[config.mk]
export PLATFORM = sky130hd
export DESIGN_NAME = log_spawn_sched
export DESIGN_NICKNAME = d
export VERILOG_FILES = /design/src/rtl/log_spawn_sched.sv
export SDC_FILE = /design/constraint.sdc
export NUM_CORES = 1
export LEC_CHECK = 0
export CORE_AREA = 2 2 721 723
export CTS_BUF_LIST = sky130_fd_sc_hd__clkbuf_4 sky130_fd_sc_hd__clkbuf_8
export DETAILED_ROUTE_END_ITERATION = 16
export DIE_AREA = 0 0 723 725
export HOLD_SLACK_MARGIN = 0.15
export PLACE_DENSITY = 0.3
export SLEW_MARGIN = 20
export SYNTH_ARGS = -nofsm -noshare
export SYNTH_HDL_FRONTEND = slang
export SYNTH_SLANG_ARGS = --single-unit
[constraint.sdc]
create_clock -name CLK -period 2.7 [get_ports CLK]
set_clock_uncertainty 0.05 [all_clocks]
set_input_delay 0.54 -clock CLK [delete_from_list [all_inputs] [get_ports CLK]]
set_output_delay 0.54 -clock CLK [all_outputs]
set_load 0.03 [all_outputs]
[src/rtl/log_spawn_sched.sv]
// Log spawn scheduler: rotating-priority arbitration of per-lane spawn requests with per-lane
// frame cooldowns and a wrapping offset-table index. Optional macro LOG_SPAWN_JITTER_EN adds frame-count X jitter.
module log_spawn_sched #(
    parameter int NUM_LANES       = 4,
    parameter int NUM_LOGS        = 100,
    parameter int COOLDOWN_FRAMES = 8
) (
    input  logic                       CLK,
    input  logic                       resetN,
    input  logic                       startOfFrame,
    input  logic [NUM_LANES-1:0]       spawn_req,
    input  logic [NUM_LOGS-1:0][8:0]   start_offsetX,
    input  logic [NUM_LOGS-1:0][8:0]   start_offsetY,
    input  logic                       spawn_ack,
    output logic                       spawn_valid,
    output logic [NUM_LANES-1:0]       spawn_grant,
    output logic [8:0]                 spawn_x,
    output logic [8:0]                 spawn_y,
    output logic [6:0]                 log_index,
    output logic [1:0]                 dbg_state
);

    localparam int LW = (NUM_LANES > 1) ? $clog2(NUM_LANES) : 1;

    typedef enum logic [1:0] {
        IDLE  = 2'd0,
        GRANT = 2'd1,
        ISSUE = 2'd2
    } state_t;

    state_t               state_q, state_d;
    logic [NUM_LANES-1:0] elig;
    logic [NUM_LANES-1:0] elig_q, elig_d;
    logic [3:0]           cool_q [NUM_LANES];
    logic [3:0]           cool_d [NUM_LANES];
    logic [LW-1:0]        rr_q, rr_d;
    logic [LW-1:0]        lane_q, lane_d;
    logic [LW-1:0]        win_lane;
    logic [LW-1:0]        cand;
    logic                 found;
    logic [6:0]           idx_q, idx_d;
    logic                 valid_q, valid_d;
    logic [NUM_LANES-1:0] grant_q, grant_d;
    logic [8:0]           x_q, x_d;
    logic [8:0]           y_q, y_d;
    logic [6:0]           logidx_q, logidx_d;
    logic                 ack_fire;
    logic [8:0]           jitter;

`ifdef LOG_SPAWN_JITTER_EN
    logic [8:0] frame_cnt_q;

    always_ff @(posedge CLK or negedge resetN) begin
        if (!resetN) begin
            frame_cnt_q <= '0;
        end else if (startOfFrame) begin
            frame_cnt_q <= frame_cnt_q + 9'd1;
        end
    end

    assign jitter = frame_cnt_q;
`else
    assign jitter = '0;
`endif

    always_comb begin
        for (int i = 0; i < NUM_LANES; i++) begin
            elig[i] = spawn_req[i] && (cool_q[i] == 4'd0);
        end
    end

    // The eligible set is frozen on leaving IDLE so a request dropped during GRANT cannot empty the arbitration.
    always_comb begin
        win_lane = rr_q;
        found    = 1'b0;
        cand     = '0;
        for (int k = 0; k < NUM_LANES; k++) begin
            cand = LW'((int'(rr_q) + k) % NUM_LANES);
            if (!found && elig_q[cand]) begin
                found    = 1'b1;
                win_lane = cand;
            end
        end
    end

    always_ff @(posedge CLK or negedge resetN) begin
        if (!resetN) begin
            state_q <= IDLE;
        end else begin
            state_q <= state_d;
        end
    end

    always_comb begin
        state_d  = state_q;
        elig_d   = elig_q;
        rr_d     = rr_q;
        lane_d   = lane_q;
        idx_d    = idx_q;
        valid_d  = valid_q;
        grant_d  = grant_q;
        x_d      = x_q;
        y_d      = y_q;
        logidx_d = logidx_q;
        ack_fire = 1'b0;
        case (state_q)
            IDLE: begin
                if (|elig) begin
                    state_d = GRANT;
                    elig_d  = elig;
                end
            end
            GRANT: begin
                state_d           = ISSUE;
                lane_d            = win_lane;
                valid_d           = 1'b1;
                grant_d           = '0;
                grant_d[win_lane] = 1'b1;
                x_d               = start_offsetX[idx_q] ^ jitter;
                y_d               = start_offsetY[idx_q];
                logidx_d          = idx_q;
            end
            ISSUE: begin
                if (spawn_ack) begin
                    ack_fire = 1'b1;
                    state_d  = IDLE;
                    valid_d  = 1'b0;
                    grant_d  = '0;
                    idx_d    = (idx_q == 7'(NUM_LOGS - 1)) ? 7'd0 : idx_q + 7'd1;
                    rr_d     = (lane_q == LW'(NUM_LANES - 1)) ? '0 : lane_q + LW'(1);
                end
            end
            default: state_d = IDLE;
        endcase
    end

    // A cooldown load on ack takes precedence over a coincident frame decrement.
    always_comb begin
        for (int i = 0; i < NUM_LANES; i++) begin
            cool_d[i] = cool_q[i];
            if (ack_fire && (lane_q == LW'(i))) begin
                cool_d[i] = 4'(COOLDOWN_FRAMES);
            end else if (startOfFrame && (cool_q[i] != 4'd0)) begin
                cool_d[i] = cool_q[i] - 4'd1;
            end
        end
    end

    always_ff @(posedge CLK or negedge resetN) begin
        if (!resetN) begin
            elig_q   <= '0;
            rr_q     <= '0;
            lane_q   <= '0;
            idx_q    <= '0;
            valid_q  <= 1'b0;
            grant_q  <= '0;
            x_q      <= '0;
            y_q      <= '0;
            logidx_q <= '0;
            for (int i = 0; i < NUM_LANES; i++) begin
                cool_q[i] <= 4'd0;
            end
        end else begin
            elig_q   <= elig_d;
            rr_q     <= rr_d;
            lane_q   <= lane_d;
            idx_q    <= idx_d;
            valid_q  <= valid_d;
            grant_q  <= grant_d;
            x_q      <= x_d;
            y_q      <= y_d;
            logidx_q <= logidx_d;
            for (int i = 0; i < NUM_LANES; i++) begin
                cool_q[i] <= cool_d[i];
            end
        end
    end

    assign spawn_valid = valid_q;
    assign spawn_grant = grant_q;
    assign spawn_x     = x_q;
    assign spawn_y     = y_q;
    assign log_index   = logidx_q;
    assign dbg_state   = state_q;

endmodule

==> results of run 1 <==
cell usage after synthesis, types with 10 or more instances:
| cell | number | area share |
|---|---|---|
| buf_2 | 58 | 0.017 |
| nand2b_1 | 14 | 0.0051 |
| a22oi_1 | 27 | 0.012 |
| a31oi_1 | 10 | 0.0036 |
| o22ai_1 | 33 | 0.012 |
| mux2_2 | 34 | 0.022 |
| a211o_1 | 20 | 0.010 |
| dfrtp_1 | 63 | 0.091 |
| nor3_1 | 24 | 0.0070 |
| a221oi_1 | 19 | 0.0096 |
| ha_1 | 10 | 0.0072 |
| nor2_1 | 49 | 0.011 |
| clkbuf_1 | 60 | 0.013 |
| nand3_1 | 34 | 0.0099 |
| o221ai_1 | 23 | 0.012 |
| mux4_2 | 391 | 0.51 |
| nand2_1 | 99 | 0.022 |
| a2111oi_0 | 16 | 0.0081 |
| buf_6 | 11 | 0.0072 |
| a22o_1 | 31 | 0.016 |
| a21oi_1 | 46 | 0.013 |
| a211oi_1 | 22 | 0.0096 |
| buf_4 | 39 | 0.017 |
| o21ai_0 | 36 | 0.010 |
| mux2i_1 | 169 | 0.098 |
| inv_1 | 21 | 0.0046 |
report_power, final:
part	switching [mW]	total [mW]	internal [mW]
clock	0.764	1.39	0.628
sequential	0.515	1.92	1.40
combinational	23.7	44.2	20.5
worst max-delay path: stages, from the launching register on:
cell	delay (ns)
dfrtp_4	0.53
buf_8	0.14
buf_4	0.14
buf_12	0.13
buf_4	0.21
mux4_2	0.46
o31ai_1	0.33
buf_4	0.18
a221oi_2	0.05
buf_6	0.17
a221o_1	0.35
o32a_1	0.35
what timing repair did:
| item | 4_1_cts | 5_1_grt |
|---|---|---|
| hold buffers | 1 | 0 |
| setup endpoints to repair | 20 | 18 |
| endpoints found under the hold margin | 13 | 0 |
| pin swaps | 57 | 48 |
| cloned | 5 | 3 |
| setup buffers | 85 | 33 |
| resized for setup | 277 | 105 |
cell families after synthesis:
family,after synthesis,synth area share
adders and majority gates,10,0.007246
DFF,63,0.09130
xor gates and xnor gates,12,0.006086
buffers and inverters,197,0.06029
muxes,594,0.6301
AOI/OAI and AO/OA,325,0.1371
and+or+nand+nor,256,0.06789
sequential cells by signal, summed over array words and instances (netlist names), 4 cells and up:
name / flops
spawn_y: 9
elig_q: 4
cool_q: 16
log_index: 7
spawn_grant: 4
idx_q: 7
spawn_x: 9
worst max path at each step:
stage                        start         end  cells after the start
after CTS                 idx_q[0]  spawn_y[7]                     10
final                     idx_q[1]  spawn_y[7]                     11
after detailed placement  idx_q[0]  spawn_y[7]                     10
after global placement    idx_q[3]  spawn_y[7]                      8
after global routing      idx_q[0]  spawn_y[7]                     10
after floorplan           idx_q[0]  spawn_x[0]                      8
area by class of cell:
class,count,area share
sequential,63,0.03061
antenna,33,0.001585
clock buffer,9,0.002377
tap,6916,0.1661
multi-input combinational,1197,0.3117
timing repair buffer,2425,0.4837
inverter,21,0.001561
clock inverter,7,0.002401
metal layers:
layer  up-vias  GRT usage  wire, um
li1      10920          -         -
met1     13220     0.1424    132000
met2      1301     0.2084    159700
met3       173    0.02297     17920
met4        36   0.006384      1853
met5         -          0       236
==> metrics.yaml, run 1 <==
status: "finished with violations"
violations: "setup timing"
power_density_nw_per_um2: 911.4
grt_pass1_vias: 28610
tns_ns: -6.386
multi_input_area_um2: 16240
drive_gt1_frac: 0.3345
dieArea_um2: 524200
cap_viol_max_count: 0
antenna_found_initial: 136
critPathKind: "flip-flop to flip-flop"
grt_max_degree: 40
setup_viol: 18
areaGrowthSynthToFinish_pct: 201.8
ys_ff_latch: 63
cts_root_buf: "clkbuf_8"
yosysWarnings: 0
numPortBuffers: 1839
crit_fanout: 15
min_to: "log_index[2]"
insertion_delay_ns: 0.51
io_pins: 1840
required_ns: 3.02
netlist_area_um2: 17270
rsz0062_at_grt: "true"
cts_tree: "done"
power.leakage_nw: 16.64
place_area_um2: 48900
vias_per_cell: 2.404
finish.utilization: 0.1010
endpoint_kind: "flip-flop"
globalplace.congestion: 0.8668
drt-initial-drc-count: 1268
rows: 264
final-hold-violation-count: 0
track_usage: 0.1139
nets: 5535
routedWlPerCell_um: 29.21
core_um2: 516000
synth-main-ff-cell: "dfrtp_1"
cts_buffers: 9
hold_path.class: "flip-flop to flip-flop"
r2r_slack_ns: -0.56
tightest_slew_ns: 0.8954
async_reset_ff_frac: 1.000
final_area_um2: 52110
reg2reg_from: "idx_q[1]"
finalCritPeriodShare: 1.208
whs_ns: 0.4479
final_common_cell: "clkdlybuf4s50_1"
stdcell_count: 10670
yosys.cell_types.count: 58
die_y_um: 725
final_cell_mix: "clkdlybuf4s50_1 (1829), mux4_2 (391), buf_4 (361)"
syn-num-nets: 3275
r2r_end: "spawn_y[7]"
syn_inst: 1457
grt_pass1_wl_mm: 373.4
worst-r2r-cell-count: 11
fin_ws_ns: -0.5626
holdPathStages: 2
dp_cells: 10520
clockBufferDepth: 2
relSlewSlack: 0.4030
synth_edf_count: 0
clock-sinks: 63
via_count: 25660
seq_area_um2: 1595
fin_crit_ns: 3.263
arrival_ns: 3.59
dp_hpwl_mm: 283.3
drt_pass1_iterations: 5
start_util: 0.03347
total_power_mw: 47.50
final_max_slew_viol_count: 0
die_w_um: 723
drtAntennaViolNets: 0
critical_path.startpoint_type: "flip-flop"
h-tree-depth: 3
grt-ovfl-total: 0
synth_area_per_cell_um2: 11.85
post-place-ws_ns: -1.706
fillers: 59450
timing.fmax_mhz: 306.5
ir_worst_vdd_v: 0.0003381
ys_seq_area_frac: 0.09130
drt_wl_total_mm: 311.7
worstHoldStart: "log_index[2]"
drcViolationCount: 0
clk_pin_slew_ns: 0.17
Note: power is estimated with default switching activity, not from simulation.
==> run 2: changes to the inputs <==
==> constraint.sdc (replaced) <==
create_clock -name CLK -period 3.3 [get_ports CLK]
set_clock_uncertainty 0.05 [all_clocks]
set_input_delay 0.66 -clock CLK [delete_from_list [all_inputs] [get_ports CLK]]
set_output_delay 0.66 -clock CLK [all_outputs]
set_load 0.1 [all_outputs]
==> run 2 against run 1 <==
The run now ends clean; power is 27% lower; die area stayed put; cell area is 7.6% lower; sequential share of layout area is 0.25 points higher; non-clock buffer count is 228 lower; first-iteration DRC count is 3.1% lower; routed wire length is 2.7% lower; critical path depth is 3 lower; critical path type unchanged; largest power group unchanged; highest routed layer unchanged; register-to-register slack better by 0.56 ns; fmax is 1.1% lower; final cell count is 2.2% lower; largest cell class unchanged.
==> metrics.yaml, run 2 (synthesis results as in run 1) <==
areaGrowthSynthToFinish_pct: 178.7
grt-busiest-layer: "met2"
drt-initial-drc-count: 1229
use_met2: 0.2041
critPathKind: "flip-flop to flip-flop"
endpoint_kind: "flip-flop"
startpoint: "idx_q[0]"
fillers: 59720
drive_gt1_frac: 0.2650
cts_root_buf: "clkbuf_8"
rsz0062_at_grt: "true"
io_pins: 1840
vias_per_cell: 2.352
final_max_slew_viol_count: 0
nets: 5307
tightest_slew_ns: 1.285
arrival_ns: 3.68
globalplace.congestion: 0.8734
seq_area_um2: 1595
final_common_cell: "clkdlybuf4s50_1"
grt_use_met3: 0.01882
crit_fanout: 10
die_y_um: 725
numPortBuffers: 1839
dp_hpwl_mm: 275.8
r2r_slack_ns: 0.002
hold_path.class: "flip-flop to flip-flop"
finish.utilization: 0.09329
status: "finished clean"
timing.fmax_mhz: 303.2
antenna_found_initial: 153
critical_path.startpoint_type: "flip-flop"
dieArea_um2: 524200
fin_crit_ns: 3.298
drcViolationCount: 0
cap_viol_max_count: 0
largest_reg_flops: 16
grt-ovfl-total: 0
h-tree-depth: 3
power.leakage_nw: 15.00
clockBufferDepth: 2
cts_buffers: 9
power_density_nw_per_um2: 724.2
via_count: 24550
total_power_mw: 34.86
setup_viol: 0
clock-sinks: 63
reg2reg_from: "idx_q[0]"
whs_ns: 0.4455
crit_end: "spawn_y[1]"
rows: 264
worst-r2r-cell-count: 8
use_met1: 0.1402
grt_max_degree: 41
ir_worst_vdd_v: 0.0003033
clk_pin_slew_ns: 0.17
cts_tree: "done"
die_w_um: 723
start_util: 0.03347
multi_input_area_um2: 15210
drt_pass1_iterations: 7
insertion_delay_ns: 0.53
relSlewSlack: 0.1431
drt_wl_total_mm: 303.5
drtAntennaViolNets: 0
finalCritPeriodShare: 0.9993
routedWlPerCell_um: 29.07
track_usage: 0.1112
required_ns: 3.68
r2r_end: "spawn_y[1]"
grt_pass1_wl_mm: 363.4
final-hold-violation-count: 0
regMostFlops: "cool_q"
final_cell_mix: "clkdlybuf4s50_1 (1806), mux4_2 (391), buf_4 (283)"
core_um2: 516000
grt_pass1_vias: 27590
-- run 2: metal layers --
metal | part of all wire | vias up
met4 | 0.010 | 36
met2 | 0.51 | 1293
li1 | - | 10450
met3 | 0.052 | 201
met5 | 0.00072 | -
met1 | 0.43 | 12570
-- run 2: per-stage QoR --
step	setup slack, ns	std cells	TNS, ns	instance area, um^2
2_1_floorplan	0.9035	1457	0	17270
3_3_place_gp	-0.8774	10380	-3.992	47280
3_5_place_dp	-0.7508	10380	-3.274	47280
4_1_cts	-0.03048	10410	-0.05409	47940
5_1_grt	-0.04206	10420	-0.1201	48080
6_report	0.002184	10440	0	48130
-- run 2: power by group --
part	total [mW]	internal, mW	leakage (nW)	switching [mW]
Sequential	1.56	1.15	0.752	0.411
Combinational	32.4	13.5	14.2	18.9
Clock	0.896	0.298	0.0968	0.598
-- run 2: how the worst min path moves through the flow --
| stage | end | slack, ns | start | cells past startpoint |
|---|---|---|---|---|
| after detailed placement | log_index[2] | 0.43 | log_index[2] | 2 |
| after floorplan | cool_q[0] | 0.31 | resetN | 0 |
| after global placement | log_index[6] | 0.43 | log_index[6] | 2 |
| final | log_index[0] | 0.45 | log_index[0] | 2 |
| after global routing | log_index[3] | 0.48 | log_index[3] | 2 |
| after CTS | log_index[2] | 0.45 | log_index[2] | 2 |
-- run 2: final cells by class --
class / instances / area share
inverter: 21 / 0.001768
tap: 6916 / 0.1798
clock inverter: 6 / 0.0009358
antenna: 29 / 0.001508
timing repair buffer: 2197 / 0.4641
sequential: 63 / 0.03314
clock buffer: 10 / 0.002859
multi-input combinational: 1197 / 0.3159
-- run 2: timing repair --
| item | 4_1_cts | 5_1_grt |
|---|---|---|
| buffers inserted | 16 | 0 |
| hold buffers | 1 | 0 |
| cloned | 2 | 0 |
| hold endpoints to repair | 38 | 0 |
| gates resized for setup | 57 | 25 |
| pin swaps | 3 | 2 |
| endpoints found under the setup margin | 15 | 13 |
-- run 2: critical path, stage by stage, from the launching register on --
cell and delay, ns:
dfrtp_4 0.51, buf_4 0.19, buf_16 0.19, buf_4 0.22
mux4_2 0.34, mux2i_1 0.18, a221oi_1 1.12, a221oi_1 0.19
o311ai_0 0.17
